### config.mk
export PLATFORM = sky130hd
export DESIGN_NAME = seg7_scan_ctrl
export DESIGN_NICKNAME = d
export VERILOG_FILES = /design/src/rtl/seg7_scan_ctrl.sv
export SDC_FILE = /design/constraint.sdc
export NUM_CORES = 1
export LEC_CHECK = 0
export ABC_AREA = 1
export CORE_MARGIN = 5
export CORE_UTILIZATION = 58
export CTS_BUF_LIST = sky130_fd_sc_hd__clkbuf_4 sky130_fd_sc_hd__clkbuf_8
export DETAILED_ROUTE_END_ITERATION = 8
export PLACE_DENSITY = 0.82
export SETUP_SLACK_MARGIN = 0.15
export SLEW_MARGIN = 10
export SYNTH_ARGS = -nofsm -noshare
export SYNTH_HDL_FRONTEND = slang
export SYNTH_SLANG_ARGS = --single-unit
### constraint.sdc
create_clock -name clock -period 4 [get_ports clock]
set_clock_uncertainty 0.1 [all_clocks]
set_input_delay 0.8 -clock clock [delete_from_list [all_inputs] [get_ports clock]]
set_output_delay 0.8 -clock clock [all_outputs]
set_load 0.05 [all_outputs]
### src/rtl/seg7_scan_ctrl.sv
// seg7_scan_ctrl: time-multiplexed scan controller for a multi-digit 7-segment display.
// One hex decode path is shared across DIGITS positions. Each digit slot is a blanking
// dead-time (BLANK_CYC cycles, segments dark) followed by a SHOW window (SCAN_DIV cycles).
// New display values are accepted through a load/ack handshake. They are applied only at
// frame boundaries, so a frame never shows a mix of old and new digits.
//
// Ports:
//   clock        single clock, all logic on posedge
//   rst          synchronous reset, active-low
//   ena          1 = scan runs; 0 = scan frozen and segments dark
//   value        packed hex nibbles, [3:0] = digit 0 (least significant)
//   load         1-cycle request to display value
//   load_ack     1-cycle pulse when the requested value becomes visible
//   lz_blank     1 = suppress leading zeros (digit 0 is never suppressed)
//   dp_mask      bit i lights the decimal point of digit i
//   scan_select  index of the currently driven digit
//   seg7         [7]=DP, [6:0]=a..g, active-high
//   frame_start  1-cycle pulse at the start of digit 0 of each frame
module seg7_scan_ctrl #(
  parameter int unsigned DIGITS    = 4,
  parameter int unsigned SEL_W     = 2,
  parameter int unsigned SCAN_DIV  = 1000,
  parameter int unsigned BLANK_CYC = 2
) (
  input  logic                  clock,
  input  logic                  rst,
  input  logic                  ena,
  input  logic [4*DIGITS-1:0]   value,
  input  logic                  load,
  output logic                  load_ack,
  input  logic                  lz_blank,
  input  logic [DIGITS-1:0]     dp_mask,
  output logic [SEL_W-1:0]      scan_select,
  output logic [7:0]            seg7,
  output logic                  frame_start
);

  localparam int unsigned MaxCyc = (SCAN_DIV > BLANK_CYC) ? SCAN_DIV : BLANK_CYC;
  localparam int unsigned CntW   = (MaxCyc > 1) ? $clog2(MaxCyc) : 1;

  localparam logic [CntW-1:0]  BlankLast = CntW'(BLANK_CYC - 1);
  localparam logic [CntW-1:0]  ShowLast  = CntW'(SCAN_DIV - 1);
  localparam logic [SEL_W-1:0] IdxLast   = SEL_W'(DIGITS - 1);

  typedef enum logic {StBlank, StShow} state_e;

  state_e              state_q, state_d;
  logic [SEL_W-1:0]    idx_q, idx_d;
  logic [CntW-1:0]     cnt_q, cnt_d;
  logic [4*DIGITS-1:0] disp_q, disp_d;
  logic [4*DIGITS-1:0] pend_q, pend_d;
  logic                pend_v_q, pend_v_d;
  logic                wrap;
  logic                ack_d, fs_d;
  logic [7:0]          seg_d;
  logic [4*DIGITS-1:0] upper;

  function automatic logic [6:0] hex7(input logic [3:0] n);
    logic [6:0] s;
    unique case (n)
      4'h0: s = 7'h7E;  4'h1: s = 7'h30;  4'h2: s = 7'h6D;  4'h3: s = 7'h79;
      4'h4: s = 7'h33;  4'h5: s = 7'h5B;  4'h6: s = 7'h5F;  4'h7: s = 7'h70;
      4'h8: s = 7'h7F;  4'h9: s = 7'h7B;  4'hA: s = 7'h77;  4'hB: s = 7'h1F;
      4'hC: s = 7'h4E;  4'hD: s = 7'h3D;  4'hE: s = 7'h4F;  default: s = 7'h47;
    endcase
    return s;
  endfunction

  always_comb begin
    state_d  = state_q;
    idx_d    = idx_q;
    cnt_d    = cnt_q;
    disp_d   = disp_q;
    pend_d   = pend_q;
    pend_v_d = pend_v_q;
    wrap     = 1'b0;

    // Scan sequencing; ena=0 freezes the position completely.
    if (ena) begin
      unique case (state_q)
        StBlank: begin
          if (cnt_q == BlankLast) begin
            state_d = StShow;
            cnt_d   = '0;
          end else begin
            cnt_d = cnt_q + CntW'(1);
          end
        end
        StShow: begin
          if (cnt_q == ShowLast) begin
            state_d = StBlank;
            cnt_d   = '0;
            if (idx_q == IdxLast) begin
              idx_d = '0;
              wrap  = 1'b1;
            end else begin
              idx_d = idx_q + SEL_W'(1);
            end
          end else begin
            cnt_d = cnt_q + CntW'(1);
          end
        end
        default: ;
      endcase
    end

    // A load coinciding with the boundary bypasses pend and wins over an older request.
    if (wrap) begin
      if (load) begin
        disp_d = value;
      end else if (pend_v_q) begin
        disp_d = pend_q;
      end
      pend_v_d = 1'b0;
    end else if (load) begin
      pend_d   = value;
      pend_v_d = 1'b1;
    end

    ack_d = wrap & (load | pend_v_q);
    fs_d  = wrap;

    // Nibbles idx_d..DIGITS-1 shifted down; all-zero means idx_d is a leading zero.
    upper = disp_d >> {idx_d, 2'b00};
    seg_d = '0;
    if (ena && (state_d == StShow)) begin
      seg_d[7] = dp_mask[idx_d];
      if (!(lz_blank && (idx_d != '0) && (upper == '0))) begin
        seg_d[6:0] = hex7(upper[3:0]);
      end
    end
  end

  always_ff @(posedge clock) begin
    if (!rst) begin
      state_q     <= StBlank;
      idx_q       <= '0;
      cnt_q       <= '0;
      disp_q      <= '0;
      pend_q      <= '0;
      pend_v_q    <= 1'b0;
      scan_select <= '0;
      seg7        <= '0;
      load_ack    <= 1'b0;
      frame_start <= 1'b0;
    end else begin
      state_q     <= state_d;
      idx_q       <= idx_d;
      cnt_q       <= cnt_d;
      disp_q      <= disp_d;
      pend_q      <= pend_d;
      pend_v_q    <= pend_v_d;
      scan_select <= idx_d;
      seg7        <= seg_d;
      load_ack    <= ack_d;
      frame_start <= fs_d;
    end
  end

endmodule

* Yosys cells after proc, flatten, opt, wreduce, memory -nomap -nowiden
Memory sizes are Yosys's and may differ from the RTL's. A register that Yosys moved wholly into a read port is not among the register bits. Index checks and enable logic that the tools add are counted.
Cells by class: $add $sub $neg 2, $lt $le $gt $ge 1, equal/unequal tests 3, shift operators 1, muxes and demuxes 20, bitwise logic cells 6, reductions and logical operators 9
Operator list (number):
- 16-bit two-way mux | 3
- 10-bit two-way mux | 2
- 10-bit one-hot mux with 2 select lines | 1
- 16-bit logical NOT | 1
- 16-bit by 4-bit >> shifter with 16-bit output | 1
- 10-bit by 1-bit adder with 10-bit output, second input constant | 1
- 10-bit by 1-bit equality test with 1-bit output, second input constant | 1
- 10-bit equality test, second input constant | 1
- 1-bit two-way mux | 8
- 2-bit two-way mux | 4
- 1-bit inverter | 4
- 2-bit AND reduction | 2
- 1-bit logical AND | 3
- 2-bit by 3-bit < comparator with 1-bit output, second input constant | 1
- 3-bit OR reduction | 1
- 2-bit by 1-bit adder with 2-bit output, second input constant | 1
- 1-bit binary-select mux with 2-bit select | 1
- 2-bit equality test, second input constant | 1
- 1-bit one-hot mux with 2 select lines | 1
- 2-bit nonzero test | 1
- 2-bit OR reduction | 1
- 1-bit AND | 1
- 1-bit OR | 1
Storage, ports and cells: bits in registers 49, bits in read-only memories 112, output and inout port bits 12, word-level logic and storage cells 52, memories 1
Memories:
- (name not given) | words 16, width 7, read ports 1, clocked after memory_dff 1, wr ports 0, line 60 | unique case (n)

* Logic depth before layout (Yosys ltp)
Gate-level depths: netlist (run 1).
depth in word-level cells 10, gate-level depth with buffers 19, mapped depth without buffers 18

* Worst setup path after synthesis (run 1)
Ideal clock, no wire load.
path kind in2reg, from in ena, to reg seg7[5], setup time 0.111 ns, arrival time 2.806 ns, required time 3.789 ns, path slack 0.982 ns, stages 16, path buffers 2, path through buf_4 -> inv_2 -> nor2_4 -> nand3_1 -> buf_2 -> nand2_1 -> o21ai_0 -> nand2_1 -> nand2_1 -> o21ai_0 -> inv_1 -> ha_1 -> o21ai_1 -> nand2_1 -> inv_1 -> nor2_1
Between the ends: longest elaborated chain between the ends 6, elaborated cells between the ends (all ways) 12
Ends and longest elaborated chain:
- from (decl) | line 27 | input logic ena,
- 1-bit two-way mux | line 79 | if (ena) begin
- 16-bit two-way mux | line 108 | if (wrap) begin
- 16-bit by 4-bit >> shifter with 16-bit output | line 124 | upper = disp_d >> {idx_d, 2'b00};
- 16-bit logical NOT | line 128 | if (!(lz_blank && (idx_d != '0) && (upper == '0))) begin
- 1-bit logical AND | line 128
- 3-bit OR reduction (no source line)
- to (decl) | line 34 | output logic [7:0] seg7,
Parallel ways exist; a longest one is shown, timed or not. A chain may end at the register's enable or synchronous reset.

* Worst setup path after layout (run 1)
Ends and elaborated chain as after synthesis.

==> impl_metrics.json, run 1 <==
{
  "ctsHoldBuffers": 0,
  "htree_levels": 2,
  "topRoutingLayerUsed": "met4",
  "irDropWorstVdd_mv": 0.220,
  "timing.hold.ws_ns": 0.357,
  "synth_top_cells_by_count": "nand2_1 (129), nor2_1 (83), dfxtp_1 (56), inv_1 (44), nand3_1 (29)",
  "switching_power_w": 0.000273,
  "core_um2": 5170,
  "drcViolationCount": 0,
  "period_minus_slack_ns": 3.27,
  "drtPass1Iterations": 5,
  "cts_tree": "yes",
  "clkLatencyLatePin_ns": 0.32,
  "grt_pass1_vias": 2757,
  "hold_depth": 2,
  "ys_ff_latch": 56,
  "ys_top_cells_by_area": "dfxtp_1 (36%), nand2_1 (15%), nor2_1 (9.9%)",
  "yosys.area.top_type_share_pct": 35.7,
  "arrival_ns": 3.39,
  "clock-sinks": 56,
  "drv_cap": 0,
  "layout.nets": 546,
  "cts_setup_buffers": 0,
  "synth_most_common_cell": "nand2_1",
  "finalInstanceArea_um2": 3650,
  "io_pins": 37,
  "cts_root_buf": "clkbuf_8",
  "syn_to_final_growth_pct": 16.4,
  "gp_congestion": 0.937,
  "yosysUniqueCellTypes": 37,
  "drive_above_1_share_pct": 8.79,
  "critPathKind": "input pin to register",
  "wl_um": 6980,
  "comb_power_share_pct": 11.0,
  "fp.dieW_um": 83.6,
  "dpl-instance-area_um2": 3560,
  "status": "finished, final reports clean",
  "power_frac_seq_pct": 57.1,
  "clockPowerShare_pct": 31.8,
  "drv_slew": 0,
  "grt_usage_pct": 20.7,
  "dp_hpwl_um": 5290,
  "fmaxAchievable_ghz": 0.305,
  "syn_inst": 475,
  "crit_fanout": 7,
  "rows": 26,
  "power_density_nw_per_um2": 280,
  "grt_pass1_wl_um": 12300,
  "clk_pin_slew_ns": 0.11,
  "yosys_warnings": 0,
  "worstMarginPinSlew_ns": 0.742,
  "setup_tns_ns": 0,
  "sw_frac_of_total_pct": 26.7,
  "startpoint_type": "input pin",
  "rsz0062_at_grt": "false",
  "synthArstFlopShare_pct": 0,
  "cts_resized": 0,
  "syn_nets": 510,
  "start_util_pct": 60.7,
  "ant_nets": 0,
  "wl_met3_um": 385,
  "wl_met1_um": 3260,
  "fp.dieArea_um2": 6990,
  "min_path_type": "register to register",
  "grt_max_degree": 25,
  "wl_per_cell_um": 12.0,
  "io_buffers": 36,
  "viasPerCell": 5.19,
  "syn-cell-area_um2": 3140,
  "period_share_pct": 81.9,
  "required_ns": 4.12,
  "fin_util_pct": 70.7,
  "num_antenna_cells": 0,
  "synth_edf_count": 0,
  "cts_buffers": 5,
  "relSlewSlack_pct": 50.5,
  "fin_total_pwr_w": 0.00102,
  "r2r_cells": 15,
  "ys_seq_area_share_pct": 35.7,
  "setup_violations": 0,
  "syn_area_per_cell_um2": 6.61,
  "crit_path_end_kind": "register",
  "grt_overflow": 0,
  "hold_viol_final": 0,
  "p_leak_nw": 1.70,
  "yosys.area.top_type": "dfxtp_1",
  "die_height_um": 83.6,
  "drtIter0Drc": 163,
  "cell_internal_pwr_w": 0.000750,
  "vias": 3022,
  "synth_flop_cell": "dfxtp_1",
  "wl_met2_um": 3240,
  "grt_antenna_before_repair": 0,
  "clk_path_buf_depth": 2
}
==> power groups by stage <==
stage | registers (W) | clock network [W] | logic, W
2_1_floorplan | 0.000605 | 0 | 0.0000582
3_3_place_gp | 0.000596 | 0 | 0.000111
3_5_place_dp | 0.000597 | 0 | 0.000112
4_1_cts | 0.000584 | 0.000332 | 0.000113
5_1_grt | 0.000586 | 0.000355 | 0.000126
6_report | 0.000584 | 0.000326 | 0.000113
==> state kept, by name (all words and copies together) (netlist names) <==
register and flops:
cnt_q 10, idx_q 2, frame_start 1, seg7 8, disp_q 16, pend_q 16, state_q 1, load_ack 1
pend_v_q 1
==> cell type report <==
| class | instances | area (µm²) |
|---|---|---|
| timing repair buffer | 44 | 420 |
| fill | 462 | 1520 |
| tap | 70 | 87.6 |
| sequential | 56 | 1120 |
| clock inverter | 3 | 22.5 |
| multi-input combinational | 356 | 1750 |
| inverter | 48 | 180 |
| clock buffer | 5 | 68.8 |
==> stage by stage <==
| stage | cells | setup WS [ns] |
|---|---|---|
| 3_5_place_dp | 574 | 0.422 |
| 2_1_floorplan | 475 | 0.982 |
| 5_1_grt | 582 | 0.429 |
| 6_report | 582 | 0.725 |
| 4_1_cts | 582 | 0.735 |
| 3_3_place_gp | 574 | 0.507 |
==> worst max-delay path: stages <==
cell and delay [ns]:
clkdlybuf4s50_1 0.50, inv_2 0.09, nor2_4 0.15, nand3_1 0.25, buf_4 0.25, nand2_1 0.06, o21ai_1 0.11, inv_1 0.08
nand2_1 0.05, nand2_1 0.10, nand2_1 0.06, nand2_1 0.14, inv_1 0.12, ha_1 0.30, o21ai_1 0.18, nand2_1 0.07
inv_1 0.05, nor2_1 0.04
==> layer usage <==
metal,vias to the layer above,track usage (%)
met5,-,0
met4,0,6.43
met3,9,4.15
met2,70,34.9
met1,1359,26.6
li1,1584,-
==> layout by cell type (no fill, tap or decap), types with 4 or more instances in the layout <==
master and instances:
nand2_1 129, inv_2 4, a21oi_1 19, o21ai_0 25
o21ai_1 9, ha_1 10, inv_1 44, nand2_2 8
buf_4 8, nor2_1 83, clkdlybuf4s50_1 36, nor3_1 6
clkbuf_8 5, dfxtp_1 56, nand3_1 29
==> cell families (layout without fill, tap and decap cells) <==
| group | after synthesis | in the layout | synth area share, % |
|---|---|---|---|
| AND/OR/NAND/NOR | 278 | 278 | 39.4 |
| flip-flops | 56 | 56 | 35.7 |
| buffers and inverters | 63 | 100 | 8.45 |
| XOR/XNOR | 2 | 2 | 0.558 |
| AO/OA/AOI/OAI | 66 | 66 | 11.9 |
| adder cells (fa/ha/maj) | 10 | 10 | 3.98 |
==> final timing paths <==
path	startpoint	to	slack [ns]
worst min-delay path	pend_q[4]$_SDFFE_PN0P_	pend_q[4]$_SDFFE_PN0P_	0.36
worst min register to register	pend_q[4]$_SDFFE_PN0P_	pend_q[4]$_SDFFE_PN0P_	0.36
worst max register to register	cnt_q[0]$_SDFFE_PN0P_	seg7[1]$_SDFF_PP0_	0.99
worst max-delay path	ena	seg7[5]$_SDFF_PP0_	0.73
(Power assumes the default switching activity.)
==> run 2: changes to the inputs <==
- clock period: 4 -> 3.25 ns (I/O delays scaled with it)
==> impl_metrics.json, run 2 (synthesis results as in run 1) <==
{
  "cp_num_buf_inv": 5,
  "clk_pin_slew_ns": 0.10,
  "fin_total_pwr_w": 0.00126,
  "grt_most_used_layer": "met2",
  "cts_root_buf": "clkbuf_8",
  "wl_um": 7240,
  "grt_overflow": 0,
  "viasPerCell": 5.23,
  "finalWorstSetupSlack_ns": 0.385,
  "ant_nets": 0,
  "dp_hpwl_um": 5540,
  "required_ns": 3.36,
  "setup_violations": 0,
  "final_cells": 593,
  "power_density_nw_per_um2": 336,
  "layout.nets": 557,
  "hold_viol_final": 0,
  "fp.dieArea_um2": 6990,
  "num_antenna_cells": 0,
  "slowest_delay_ns": 0.50,
  "syn_to_final_growth_pct": 19.4,
  "gp_congestion": 0.914,
  "crit_path_end_kind": "register",
  "cp_cell_sequence": "clkdlybuf4s50_1, inv_2, nor2_4, nand3_2, buf_4, buf_4, nor2_1, a21oi_1, nand2_1, nand3_1, nand2_1, buf_4, ha_1, nand3b_1, nand2_1, a21oi_1, nor2_1",
  "io_pins": 37,
  "clock-sinks": 56,
  "grt_pass1_wl_um": 12600,
  "die_height_um": 83.6,
  "drcViolationCount": 0,
  "clk_path_buf_depth": 2,
  "cell_internal_pwr_w": 0.000926,
  "sw_frac_of_total_pct": 26.4,
  "startpoint_type": "input pin",
  "pre_cts_ws_ns": 0.0412,
  "rsz0062_at_grt": "true",
  "vias": 3102,
  "relSlewSlack_pct": 66.8,
  "period_share_pct": 88.2,
  "clkLatencyLatePin_ns": 0.32,
  "cp_top_family": "buffers and inverters",
  "arrival_ns": 2.97,
  "io_buffers": 36,
  "critPathKind": "input pin to register",
  "wl_per_cell_um": 12.2,
  "globalRouteMet2Util_pct": 35.3,
  "drv_cap": 0,
  "p_leak_nw": 1.75,
  "fmaxAchievable_ghz": 0.349,
  "cts_tree": "yes",
  "rows": 26,
  "grt_max_degree": 21,
  "cpMaxStageDelayCell": "clkdlybuf4s50_1",
  "final_common_cell": "nand2_1",
  "grtUsageMet1_pct": 27.3,
  "clockPowerShare_pct": 31.3,
  "status": "finished, final reports clean",
  "drtIter0Drc": 151,
  "drive_above_1_share_pct": 11.3,
  "period_minus_slack_ns": 2.87,
  "min_path_type": "register to register",
  "irDropWorstVdd_mv": 0.368,
  "fp.dieW_um": 83.6,
  "power_frac_seq_pct": 57.2,
  "ctsHoldBuffers": 0,
  "drtPass1Iterations": 5,
  "start_util_pct": 60.7,
  "crit_fanout": 10,
  "cts_buffers": 5,
  "dp_cells": 585,
  "comb_power_share_pct": 11.5,
  "grt_use_met3_pct": 4.05,
  "core_um2": 5170,
  "grt_usage_pct": 21.0,
  "grt_antenna_before_repair": 0,
  "largest_registers": "disp_q (16), pend_q (16), cnt_q (10)",
  "setup_tns_ns": 0,
  "timing.hold.ws_ns": 0.360,
  "switching_power_w": 0.000332,
  "final_cell_mix": "nand2_1 (129), nor2_1 (83), dfxtp_1 (56), inv_1 (44), clkdlybuf4s50_1 (36)",
  "drv_slew": 0,
  "worstMarginPinSlew_ns": 0.497,
  "grt_pass1_vias": 2880,
  "htree_levels": 2
}
==> run 2: cell count changes in the layout (fill, tap and decap cells not counted), sizes merged <==
cell | before | now
buf | 8 | 19
==> run 2: layout make-up <==
cell class,instances,area (µm²)
Clock buffer,5,68.8
Clock inverter,3,22.5
Fill cell,445,1420
Inverter,48,180
Multi-Input combinational cell,356,1770
Sequential cell,56,1120
Tap cell,70,87.6
Timing Repair Buffer,55,503
==> run 2: path summary, 6_finish.rpt <==
check	slack, ns	startpoint	to	cells past startpoint
worst max-delay path	0.38	ena	seg7[0]$_SDFF_PP0_	17
worst min-delay path	0.36	pend_q[4]$_SDFFE_PN0P_	pend_q[4]$_SDFFE_PN0P_	2
worst max register to register	0.53	cnt_q[0]$_SDFFE_PN0P_	seg7[0]$_SDFF_PP0_	17
worst min register to register	0.36	pend_q[4]$_SDFFE_PN0P_	pend_q[4]$_SDFFE_PN0P_	2
==> run 2: timing repair <==
| action | 4_1_cts | 5_1_grt |
|---|---|---|
| endpoints found under the setup margin | 0 | 5 |
| resized for setup | 0 | 4 |
| hold endpoints to repair | 0 | 0 |
| setup buffers | 0 | 0 |
==> run 2: worst reg2reg max path, delay by kind of cell, from the launching register on <==
| family | cells | cell delay, ns |
|---|---|---|
| buf+inv | 3 | 0.49 |
| fa+ha+maj | 2 | 0.38 |
| flops | 1 | 0.40 |
| compound gates | 2 | 0.21 |
| simple gates | 10 | 1.04 |
==> run 2: power by group through the flow <==
stage	Combinational (W)	Sequential [W]	Clock [W]
floorplan	0.0000717	0.000745	0
global placement	0.000142	0.000734	0
detailed placement	0.000144	0.000735	0
CTS	0.000145	0.000719	0.000402
global route	0.000161	0.000723	0.000432
finish	0.000145	0.000719	0.000394
==> run 2: through the flow <==
stage | area [µm²] | utilization, %
floorplan | 3140 | -
global placement | 3650 | 70.5
detailed placement | 3650 | 70.5
CTS | 3740 | 72.3
global route | 3750 | 72.5
finish | 3750 | 72.5
==> run 2: routing by layer <==
layer  routed length (µm)  share of wire [%]  vias up
met1                 3260                 45     1376
met5                    0                  0        -
met4                  112                1.5        0
met3                  502                6.9       11
li1                     -                  -     1605
met2                 3370                 46      110
==> run 3: changes to the inputs <==
- CELL_PAD_IN_SITES_DETAIL_PLACEMENT: not set -> 1
- CELL_PAD_IN_SITES_GLOBAL_PLACEMENT: not set -> 2
- CORE_UTILIZATION: 58 -> 32
- PLACE_DENSITY: 0.82 -> not set
- PLACE_DENSITY_LB_ADDON: not set -> 0.1
- RECOVER_POWER: not set -> 50
- SKIP_CTS_REPAIR_TIMING: not set -> 1
==> impl_metrics.json, run 3 (synthesis results as in run 1) <==
{
  "core_um2": 9680,
  "drive_above_1_share_pct": 12.5,
  "hold_depth": 2,
  "min_path_type": "register to register",
  "die_height_um": 109,
  "final_common_cell": "nand2_1",
  "syn_to_final_growth_pct": 24.6,
  "fin_util_pct": 40.4,
  "vias": 3054,
  "io_buffers": 36,
  "fmaxAchievable_ghz": 0.353,
  "startpoint_type": "input pin",
  "clk_path_buf_depth": 2,
  "setup_violations": 0,
  "globalRouteMet2Util_pct": 26.6,
  "relSlewSlack_pct": 19.4,
  "htree_levels": 2,
  "gp_congestion": 0.805,
  "wl_um": 8760,
  "r2r_cells": 15,
  "clkLatencyLatePin_ns": 0.33,
  "ant_nets": 0,
  "crit_path_end_kind": "register",
  "clock-sinks": 56,
  "rows": 36,
  "drcViolationCount": 0,
  "fp.dieW_um": 109,
  "power_density_nw_per_um2": 348,
  "viasPerCell": 4.62,
  "critPathKind": "input pin to register",
  "worstMarginPinSlew_ns": 1.21,
  "crit_fanout": 9,
  "drtIter0Drc": 81,
  "cpMaxStageDelayCell": "clkdlybuf4s50_1",
  "period_share_pct": 87.1,
  "grt_antenna_before_repair": 0,
  "io_pins": 37,
  "fp.dieArea_um2": 11900,
  "required_ns": 3.42,
  "grt_max_degree": 24,
  "hold_viol_final": 0,
  "rsz0062_at_grt": "false",
  "grt_usage_pct": 15.7,
  "clk_pin_slew_ns": 0.11,
  "p_leak_nw": 1.79,
  "cp_cell_sequence": "clkdlybuf4s50_1, inv_2, nor2_4, nand4_2, buf_4, a21oi_1, nand2_1, nand3_1, nand2_1, buf_4, ha_1, nand3b_1, nand3_1, o21ai_1, nor2_1",
  "start_util_pct": 32.4,
  "arrival_ns": 3.00,
  "grtUsageMet1_pct": 20.5,
  "largest_registers": "disp_q (16), pend_q (16), cnt_q (10)",
  "grt_pass1_vias": 3130,
  "cts_tree": "yes",
  "grt_most_used_layer": "met2",
  "cts_buffers": 5,
  "grt_overflow": 0,
  "slowest_delay_ns": 0.52,
  "dp_hpwl_um": 6790,
  "grt_pass1_wl_um": 14900,
  "final_cell_mix": "nand2_1 (128), nor2_1 (83), dfxtp_1 (56), inv_1 (43), clkdlybuf4s50_1 (33)",
  "cts_root_buf": "clkbuf_8",
  "period_minus_slack_ns": 2.83,
  "grt_use_met3_pct": 2.84,
  "cp_top_family": "simple AND/OR/NAND/NOR gates",
  "cp_num_buf_inv": 4,
  "wl_per_cell_um": 13.2,
  "drv_cap": 0,
  "layout.nets": 562,
  "fin_total_pwr_w": 0.00136,
  "status": "finished, final reports clean",
  "num_antenna_cells": 0,
  "drtPass1Iterations": 4,
  "irDropWorstVdd_mv": 0.164,
  "cp_num_cells": 15,
  "drv_slew": 0
}
run 3: cell type report:
type | count | area [µm²]
timing repair buffer | 60 | 557
clock inverter | 2 | 35.0
fill | 1263 | 5770
multi-input combinational | 356 | 1780
tap | 133 | 166
inverter | 48 | 180
clock buffer | 6 | 76.3
sequential | 56 | 1120
run 3: final timing paths:
check / startpoint / end / slack (ns)
worst max-delay path: ena / seg7[3]$_SDFF_PP0_ / 0.42
worst min-delay path: pend_q[0]$_SDFFE_PN0P_ / pend_q[0]$_SDFFE_PN0P_ / 0.37
worst max register to register: cnt_q[0]$_SDFFE_PN0P_ / seg7[3]$_SDFF_PP0_ / 0.54
worst min register to register: pend_q[0]$_SDFFE_PN0P_ / pend_q[0]$_SDFFE_PN0P_ / 0.37
run 3: worst min-delay path: stages, from the launching register on:
cell     delay, ns
dfxtp_1       0.31
inv_1         0.06
a21oi_1       0.06
run 3: metal layers:
| metal | part of all wire (%) | vias up | routed length (µm) |
|---|---|---|---|
| li1 | - | 1609 | - |
| met1 | 49 | 1405 | 4320 |
| met5 | 0 | - | 0 |
| met4 | 0.94 | 0 | 82 |
| met2 | 46 | 35 | 4070 |
| met3 | 3.2 | 5 | 284 |
run 3: through the flow:
| step | cells | area, µm² | worst slack, ns | hold WS [ns] | setup TNS [ns] |
|---|---|---|---|---|---|
| finish | 661 | 3910 | 0.419 | 0.372 | 0 |
| global route | 661 | 3910 | 0.152 | 0.398 | 0 |
| CTS | 660 | 3870 | 0.308 | 0.370 | 0 |
| detailed placement | 652 | 3750 | -0.0503 | 0.353 | -0.280 |
| global placement | 652 | 3750 | 0.000360 | 0.336 | 0 |
| floorplan | 475 | 3140 | 0.260 | 0.325 | 0 |
run 3: where the power goes:
group / switching (W) / total, W / internal (W)
Sequential: 0.0000118 / 0.000719 / 0.000707
Combinational: 0.0000854 / 0.000152 / 0.0000662
Clock: 0.000252 / 0.000490 / 0.000238
Total: 0.000349 / 0.00136 / 0.00101
==> RTL change (settings of run 1) <==
Reset style: asynchronous (`rst`), changed in one clocked block. Comments in the files are not updated.
--- a/src/rtl/seg7_scan_ctrl.sv
+++ b/src/rtl/seg7_scan_ctrl.sv
@@ -132,5 +132,5 @@
   end
 
-  always_ff @(posedge clock) begin
+  always_ff @(posedge clock or negedge rst) begin
     if (!rst) begin
       state_q     <= StBlank;
Function: differs if rst is asserted again (counterexample within 4 cycles, from zero or initial values and one cycle with rst low); with rst held inactive, the same outputs for 10 cycles.
==> RTL change against run 1 <==
  * Sequential share of layout area rose by 4.8 points
  * Critical path type unchanged
  * Fmax rose by 1.3%
  * Setup slack improved by 0.043 ns
  * Routed wire length rose by 4.5%
  * First-iteration DRC count rose by 15%
  * Synthesized area rose by 9.5%
  * Highest routed layer unchanged
  * Sequential cell count did not move
  * Largest cell class unchanged
  * Cell area rose by 8.0%
Power is not compared: it rests on default switching activity, and its combinational part moved more than twofold at a synthesized area within 25%.
==> RTL change: results (changes against run 1) <==
[synthesis]
synthesis.nets=470  ; -7.8%
synth_commonest_cells=nand2_1 (133), dfrtp_1 (56), inv_1 (52)
avgSynthCellArea_um2=7.87  ; +19%
synth_compound_area_share_pct=7.60  ; -4.3 points
yosysSeqAreaShare_pct=40.7  ; +5.0 points
synth_xor_area_share_pct=0.509  ; -0.048 points
synth_ff_type=dfrtp_1
async_reset_ff_share_pct=100  ; +100 points
synth_area_leaders=dfrtp_1 (41%), nand2_1 (15%), inv_1 (5.7%)
ys_types=40  ; +8.1%
yosys.area_share.adder_pct=2.91  ; -1.1 points
synth.area.mux_share_pct=3.20  ; +3.2 points

[cells_and_area]
drive_above_1_share_pct=16.0  ; +7.2 points
finalNetCount=507  ; -7.1%

[placement]
gp_congestion=0.947  ; +1.1%
hpwl_um=5620  ; +6.3%
placedCellCount=542  ; -5.6%

[setup_path]
crit_fanout=9  ; +2
cp.arrival_ns=3.35  ; -0.04 ns
r2r_start=cnt_q[0]
r2r_slack_ns=1.15  ; +0.16 ns

[global_routing]
grt_pass1_vias=2797  ; +1.5%
grt_max_degree=34  ; +36%
grt_pass1_wl_um=12700  ; +3.9%

[timing]
tightestPinTransition_ns=0.748  ; +0.00569 ns
fin_hold_ws_ns=0.383  ; +0.0256 ns

[outcome]
outcome=completed

[route]
vias=2858  ; -5.4%
drtIter0Drc=187  ; +15%
drc=0  ; unchanged
totalWireLength_um=7290  ; +4.5%

[hold_path]
hp-start=disp_q[3]

-- RTL change: cell types whose count changed in the layout (fill, tap and decap cells not counted), sizes merged, moves of 8 or more --
cell	delta
nor2	-50
a21oi	-9
nand2	+10
dfxtp	-56
inv	+12
dfrtp	+56
o21ai	-11
mux2	+8
nand3	+10
-- RTL change: path summary, 6_finish.rpt --
path / to / cells past startpoint
setup / recovery: seg7[6] / 15
hold / removal: disp_q[3] / 2
setup reg to reg: seg7[3] / 14
hold reg to reg: disp_q[3] / 2
max in group asynchronous: cnt_q[4] / 2
min in group asynchronous: seg7[2] / 1
-- RTL change: logic make-up after synthesis --
group,Yosys count
simple gates,244
buf+inv,72
flops,56
compound gates,45
mux,10
fa+ha+maj,8
xor+xnor,2
-- RTL change: cell type report --
class | count | area [um^2] | area share (%)
clock buffer | 6 | 76.3 | 1.93
clock inverter | 2 | 38.8 | 0.982
inverter | 63 | 246 | 6.24
multi-input combinational | 309 | 1710 | 43.4
sequential | 56 | 1400 | 35.5
tap | 75 | 93.8 | 2.38
timing repair buffer | 39 | 378 | 9.57
-- RTL change: critical path: stages --
cell and delay, ns:
clkdlybuf4s50_1 0.64, nand3_1 0.14, nor2_2 0.18, nand3_4 0.18, o21ai_0 0.30, inv_1 0.11
nand2_1 0.11, nand3_1 0.09, nand2_1 0.15, ha_1 0.23, inv_1 0.06, nor2_1 0.14
nor2_1 0.07, nor2_1 0.11, nor2_2 0.05
-- RTL change: layer usage --
layer / global-route usage (%) / part of all wire (%) / vias up
met2: 35.2 / 47 / 72
li1: - / - / 1461
met5: 0 / 0 / -
met1: 27.9 / 46 / 1317
met3: 4.35 / 5.9 / 8
met4: 5.24 / 0.97 / 0
-- RTL change: stage by stage --
stage / worst slack [ns] / instance area (um^2)
floorplan: 1.36 / 3440
global placement: 0.480 / 3830
detailed placement: 0.424 / 3830
CTS: 0.775 / 3950
global route: 0.546 / 3950
finish: 0.769 / 3950
-- RTL change: power by group through the flow --
stage / Combinational, mW / Sequential (mW) / Clock [mW]
3_3_place_gp: 0.308 / 0.714 / 0
6_report: 0.316 / 0.710 / 0.384
3_5_place_dp: 0.316 / 0.717 / 0
2_1_floorplan: 0.187 / 0.733 / 0
5_1_grt: 0.352 / 0.720 / 0.414
4_1_cts: 0.316 / 0.707 / 0.392
